===== config.mk =====
export PLATFORM = sky130hd
export DESIGN_NAME = dlfloat16_wb_queue
export DESIGN_NICKNAME = d
export VERILOG_FILES = /design/src/rtl/dlfloat16_pkg.sv /design/src/rtl/dlfloat16_sync_fifo.sv /design/src/rtl/dlfloat16_wb_queue.sv
export SDC_FILE = /design/constraint.sdc
export NUM_CORES = 1
export LEC_CHECK = 0
export CAP_MARGIN = 20
export CELL_PAD_IN_SITES_DETAIL_PLACEMENT = 1
export CELL_PAD_IN_SITES_GLOBAL_PLACEMENT = 2
export CORE_MARGIN = 2
export CORE_UTILIZATION = 38
export CTS_BUF_LIST = sky130_fd_sc_hd__clkbuf_4
export CTS_CLUSTER_DIAMETER = 30
export DETAILED_ROUTE_END_ITERATION = 6
export PLACE_DENSITY_LB_ADDON = 0.1
export SLEW_MARGIN = 20
export SYNTH_ARGS = -nofsm -noshare
export SYNTH_HDL_FRONTEND = slang
export SYNTH_SLANG_ARGS = --single-unit
export TNS_END_PERCENT = 100

===== constraint.sdc =====
create_clock -name clk -period 2.1 [get_ports clk]
set_input_delay 0.525 -clock clk [delete_from_list [all_inputs] [get_ports clk]]
set_output_delay 0.525 -clock clk [all_outputs]
set_load 0.005 [all_outputs]

===== src/rtl/dlfloat16_pkg.sv =====
// rtl/dlfloat16_pkg.sv - DLFloat16 shared constants, exception bit indices and exception vector type
package dlfloat16_pkg;

  localparam int FP_W  = 16;
  localparam int EXC_W = 5;

  // Exception vector bit positions: {invalid, inexact, overflow, underflow, div_zero}
  localparam int EXC_INVALID   = 4;
  localparam int EXC_INEXACT   = 3;
  localparam int EXC_OVERFLOW  = 2;
  localparam int EXC_UNDERFLOW = 1;
  localparam int EXC_DIV_ZERO  = 0;

  typedef logic [FP_W-1:0]  fp_t;
  typedef logic [EXC_W-1:0] exc_t;

endpackage


===== src/rtl/dlfloat16_sync_fifo.sv =====
// rtl/dlfloat16_sync_fifo.sv - single-clock FIFO storage with occupancy count and unregistered head read
module dlfloat16_sync_fifo #(
  parameter int WIDTH = 8,
  parameter int DEPTH = 4
) (
  input  logic                     clk,
  input  logic                     rst_n,
  input  logic                     wr_en,
  input  logic [WIDTH-1:0]         wr_data,
  input  logic                     rd_en,
  output logic [WIDTH-1:0]         rd_data,
  output logic [$clog2(DEPTH):0]   count,
  output logic                     empty,
  output logic                     full
);

  localparam int AW = $clog2(DEPTH);
  localparam int CW = AW + 1;

  logic [WIDTH-1:0] mem [DEPTH];
  logic [AW-1:0]    wr_ptr;
  logic [AW-1:0]    rd_ptr;

  // DEPTH is a power of two, so pointer overflow is the modulo wrap.
  always_ff @(posedge clk or negedge rst_n) begin
    if (!rst_n) begin
      wr_ptr <= '0;
      rd_ptr <= '0;
      count  <= '0;
    end else begin
      if (wr_en) wr_ptr <= wr_ptr + 1'b1;
      if (rd_en) rd_ptr <= rd_ptr + 1'b1;
      case ({wr_en, rd_en})
        2'b10:   count <= count + 1'b1;
        2'b01:   count <= count - 1'b1;
        default: count <= count;
      endcase
    end
  end

  // Storage is deliberately left out of reset.
  always_ff @(posedge clk) begin
    if (wr_en) mem[wr_ptr] <= wr_data;
  end

  assign rd_data = mem[rd_ptr];
  assign empty   = (count == '0);
  assign full    = (count == CW'(DEPTH));

endmodule


===== src/rtl/dlfloat16_wb_queue.sv =====
// rtl/dlfloat16_wb_queue.sv - DLFloat16 result write-back queue with sticky fflags; DLFLOAT16_WB_BYPASS_EN enables empty-queue bypass
module dlfloat16_wb_queue
  import dlfloat16_pkg::*;
#(
  parameter int DEPTH = 4,
  parameter int TAG_W = 5
) (
  input  logic                    clk,
  input  logic                    rst_n,
  input  logic                    in_valid,
  output logic                    in_ready,
  input  logic [FP_W-1:0]         in_data,
  input  logic [EXC_W-1:0]        in_exc,
  input  logic [TAG_W-1:0]        in_tag,
  output logic                    out_valid,
  input  logic                    out_ready,
  output logic [FP_W-1:0]         out_data,
  output logic [EXC_W-1:0]        out_exc,
  output logic [TAG_W-1:0]        out_tag,
  output logic [EXC_W-1:0]        fflags,
  input  logic                    fflags_wr,
  input  logic [EXC_W-1:0]        fflags_wdata,
  output logic [$clog2(DEPTH):0]  count,
  output logic                    drop_err
);

  localparam int EW = FP_W + EXC_W + TAG_W;

  logic [EW-1:0] fifo_wdata;
  logic [EW-1:0] fifo_rdata;
  logic          fifo_wr;
  logic          fifo_rd;
  logic          fifo_empty;
  logic          fifo_full;
  logic          in_fire;
  logic          out_fire;
  logic          bypass;
  exc_t          fflags_q;
  logic          drop_q;

  assign fifo_wdata = {in_data, in_exc, in_tag};

`ifdef DLFLOAT16_WB_BYPASS_EN
  assign bypass   = fifo_empty & in_valid;
  assign in_ready = ~fifo_full | out_ready;
`else
  assign bypass   = 1'b0;
  assign in_ready = ~fifo_full;
`endif

  assign out_valid = ~fifo_empty | bypass;
  assign in_fire   = in_valid & in_ready;
  assign out_fire  = out_valid & out_ready;

  // A bypassed entry that retires in the same cycle never touches storage.
  assign fifo_wr = in_fire & ~(bypass & out_ready);
  assign fifo_rd = out_fire & ~fifo_empty;

  always_comb begin
    out_data = '0;
    out_exc  = '0;
    out_tag  = '0;
`ifdef DLFLOAT16_WB_BYPASS_EN
    if (bypass) begin
      out_data = in_data;
      out_exc  = in_exc;
      out_tag  = in_tag;
    end else if (!fifo_empty) begin
      {out_data, out_exc, out_tag} = fifo_rdata;
    end
`else
    if (!fifo_empty) begin
      {out_data, out_exc, out_tag} = fifo_rdata;
    end
`endif
  end

  dlfloat16_sync_fifo #(
    .WIDTH (EW),
    .DEPTH (DEPTH)
  ) u_fifo (
    .clk     (clk),
    .rst_n   (rst_n),
    .wr_en   (fifo_wr),
    .wr_data (fifo_wdata),
    .rd_en   (fifo_rd),
    .rd_data (fifo_rdata),
    .count   (count),
    .empty   (fifo_empty),
    .full    (fifo_full)
  );

  // The retiring exception is ORed after the CSR write so it is never overwritten.
  always_ff @(posedge clk or negedge rst_n) begin
    if (!rst_n) begin
      fflags_q <= '0;
      drop_q   <= 1'b0;
    end else begin
      fflags_q <= (fflags_wr ? fflags_wdata : fflags_q) | (out_fire ? out_exc : '0);
      drop_q   <= (in_valid & ~in_ready) | (drop_q & ~fflags_wr);
    end
  end

  assign fflags   = fflags_q;
  assign drop_err = drop_q;

endmodule


==> results by group <==
Outcome
  • Status: finished, violations left
  • Failing checks: negative setup slack

Timing
  • Slew headroom: between 70% and 80%
  • Setup violations, final: 27
  • Setup tns final: -10.73 ns
  • Slew Viols, Final: 0
  • Worst Slack Setup Final: -0.5434 ns
  • Hold Fails Final Rpt: 0
  • Worst clock skew: between 0.01 and 0.015 ns
  • RSZ-0062 raised after global routing: yes
  • Final Critical Period: between 2 and 3 ns
  • Fmax: 378.3 MHz
  • Final period util: 125.9%
  • Worst-Margin Slew: between 0.3 and 0.4 ns

GRT
  • Total grt overflow: 0
  • Largest net degree at the start of global routing: 17
  • Antenna violations before repair: 1
  • Vias in the first global route: between 2k and 3k
  • GRT Total Usage: 16.91%
  • First-pass GRT wire length: 15.52 mm

Power and ir drop
  • Leak pwr: between 0.002 and 0.0025 µW
  • Power share of the combinational group: around 48%
  • Clk pwr share: 15.3%
  • Pwr Density: between 1000 and 1500 mW/mm²
  • Max VDD drop: 0.4908 mV
  • Sequential power share: 36.7%
  • P_int: around 6400 µW
  • Sw Ratio: 28.92%
  • Pwr Total: 8961 µW
  • Net switching power: about 2600 µW

Worst setup path
  • Critical path capture point type: output port
  • Crit start category: register
  • CP arrival: between 2 and 2.5 ns
  • WP data required: 1.57 ns
  • Crit path max fanout: 3
  • Kind of critical path: reg -> out

Route
  • Post-route ant nets: 0
  • Total iterations of the first detailed-routing run: 4
  • Vias/cell: 4.795
  • WL/cell: between 15 and 20 µm
  • WL final: between 10 and 15 mm
  • Iter 0 DRT Violations: a little under 90
  • Remaining DRCs: 0
  • Vias: about 2.5k

Synthesis
  • Mapped Area: ~0.0046 mm²
  • Area contributors post-synth: edfxtp_1, mux4_2, dfrtp_1
  • Area leader, netlist: edfxtp_1
  • Synthesized flop and latch total: between 100 and 150
  • Post-synthesis sequential area ratio: between 70% and 80%
  • Synth warnings: 0
  • Netlist cell types: 22
  • Synthesized area per cell: 20.56 µm²
  • Proportion of netlist area held by the largest area contributor: between 60% and 70%
  • Post-Synthesis Net Count: approximately 270
  • Count of mapped cells out of synthesis: 224

Placement
  • Dpl cells: 457
  • Port bufs: 72
  • Final RePlAce weighted congestion: a little under 0.7
  • Pre-CTS WS: -0.1466 ns
  • Post-detail-place hpwl: between 5 and 6 mm

Floorplanning
  • Die height: between 100 and 150 µm
  • Core ar.: roughly 0.012 mm²
  • Cell Rows: 40
  • Initial core utilization: between 30 and 40%
  • Die area: approximately 0.013 mm²
  • I/O pin total: 73
  • Die width: 114.1 µm

CTS
  • Clk slew on worst S/H paths: around 0.1 ns
  • Total CTS buffers: 17
  • Skew-Pair Late Insertion Delay: 0.52 ns
  • Clk buf depth: 2
  • CTS tree: built
  • Hold Buf Count CTS: 0
  • Clock root buffer: clkbuf_4
  • # H-tree levels: 4
  • Clock sink count: roughly 120

Layout
  • Area growth, synth to finish: 40.45%
  • Fin nets: 406
  • Final Util: ~54%
  • Layout cells sized above 1: a little over two fifths
  • Non-filler cells, final: around 520

Run
  • Total of max-cap violations: 0

Hold path
  • Worst Hold Class: in -> async
## cell families (layout without fill, tap and decap cells)
logic type / Yosys count / in the layout / synth area share [%]
DFF: 117 / 117 / 74.87
and+or+nand+nor: 41 / 41 / 5.515
adders and majority gates: 6 / 6 / 1.793
other: 0 / 1 / 0
muxes: 28 / 28 / 13.18
buffers and inverters: 19 / 170 / 2.119
xor gates and xnor gates: 6 / 6 / 1.141
AOI/OAI and AO/OA: 7 / 7 / 1.385
## timing repair
| item | in CTS | in global routing |
|---|---|---|
| setup buffers | 30 | 9 |
| gates resized for setup | 127 | 29 |
| cloned | 3 | 0 |
| pin swaps | 2 | 6 |
| setup endpoints to repair | 31 | 32 |
## metrics by stage
| stage | area (µm²) | hold slack, ns |
|---|---|---|
| floorplan | 4606 | 0.2294 |
| global placement | 5789 | 0.5084 |
| detailed placement | 5789 | 0.5250 |
| CTS | 6409 | 0.2764 |
| global route | 6469 | 0.2792 |
| finish | 6469 | 0.3198 |
## cells in the final DEF (no fill, tap or decap), types with 2 or more instances in the layout
cell type and instances:
clkbuf_2 4, nor2b_4 11, a221o_1 5, ha_1 4, buf_12 19, xor2_1 3
buf_8 2, edfxtp_1 104, buf_4 24, buf_2 20, buf_6 13, clkinv_1 3
xnor2_1 3, clkbuf_4 22, inv_1 6, clkdlybuf4s50_1 42, clkinv_2 4, nor2b_1 20
clkdlybuf4s15_1 3, mux4_2 26, and2_2 4, nand2_1 2, dfrtp_1 10, dlygate4sd2_1 2
inv_2 2, dfrtp_2 3
## synthesized netlist by cell type
master	number
nor2_1	1
xnor2_1	3
xor2_1	3
buf_6	3
nor2b_1	32
mux4_2	26
buf_2	3
ha_1	5
dfrtp_1	13
edfxtp_1	104
mux2i_1	1
o21ai_0	1
nand2_1	2
clkbuf_1	4
a221o_1	5
o31a_1	1
and2_1	4
inv_1	9
nor3_2	1
fa_1	1
nor3b_1	1
mux2_2	1
## sequential cells by signal, summed over array words and instances (netlist names)
signal / count
u_fifo.wr_ptr: 2
u_fifo.mem: 104
u_fifo.count: 3
fflags: 5
drop_err: 1
u_fifo.rd_ptr: 2
## worst max-delay path, cell delays in order (launching register included)
cell	delay, ns
dfrtp_2	0.45
buf_12	0.14
buf_16	0.13
buf_8	0.11
buf_6	0.12
mux4_2	0.40
nor2b_1	0.13
buf_2	0.12
## power groups by stage
stage	Clock [µW]	Combinational, µW	Sequential, µW
floorplan	0	1670	3280
global placement	0	3490	3310
detailed placement	0	3500	3330
CTS	1420	4270	3290
global route	1520	4650	3340
finish	1370	4300	3290
## path summary, 6_finish.rpt
path                                  startpoint               end  slack (ns)  cells past startpoint
worst max register to register   u_fifo.count[1]   u_fifo.count[2]       -0.03                     12
worst min register to register          drop_err          drop_err        0.54                      2
worst max-delay path            u_fifo.rd_ptr[0]      out_data[12]       -0.54                      7
max in group asynchronous                  rst_n  u_fifo.rd_ptr[0]        1.57                      2
min in group clk                        drop_err          drop_err        0.54                      2
worst min-delay path                       rst_n   u_fifo.count[2]        0.32                      2
## layout make-up
cell class / count / area, µm²
Antenna cell: 1 / 2.502
Multi-Input combinational cell: 88 / 1182
Inverter: 9 / 36.28
Sequential cell: 117 / 3452
Tap cell: 147 / 183.9
Fill cell: 1117 / 5443
Clock inverter: 8 / 61.31
Clock buffer: 22 / 165.2
Timing Repair Buffer: 131 / 1385
## routing by layer
layer	vias up	global-route usage [%]	routed length [µm]
li1	1162	-	-
met1	1270	20.72	4244
met2	62	28.02	5191
met3	14	4.394	385
met4	0	8.293	194
met5	-	0	0
Note: power is estimated with default switching activity, not from simulation.
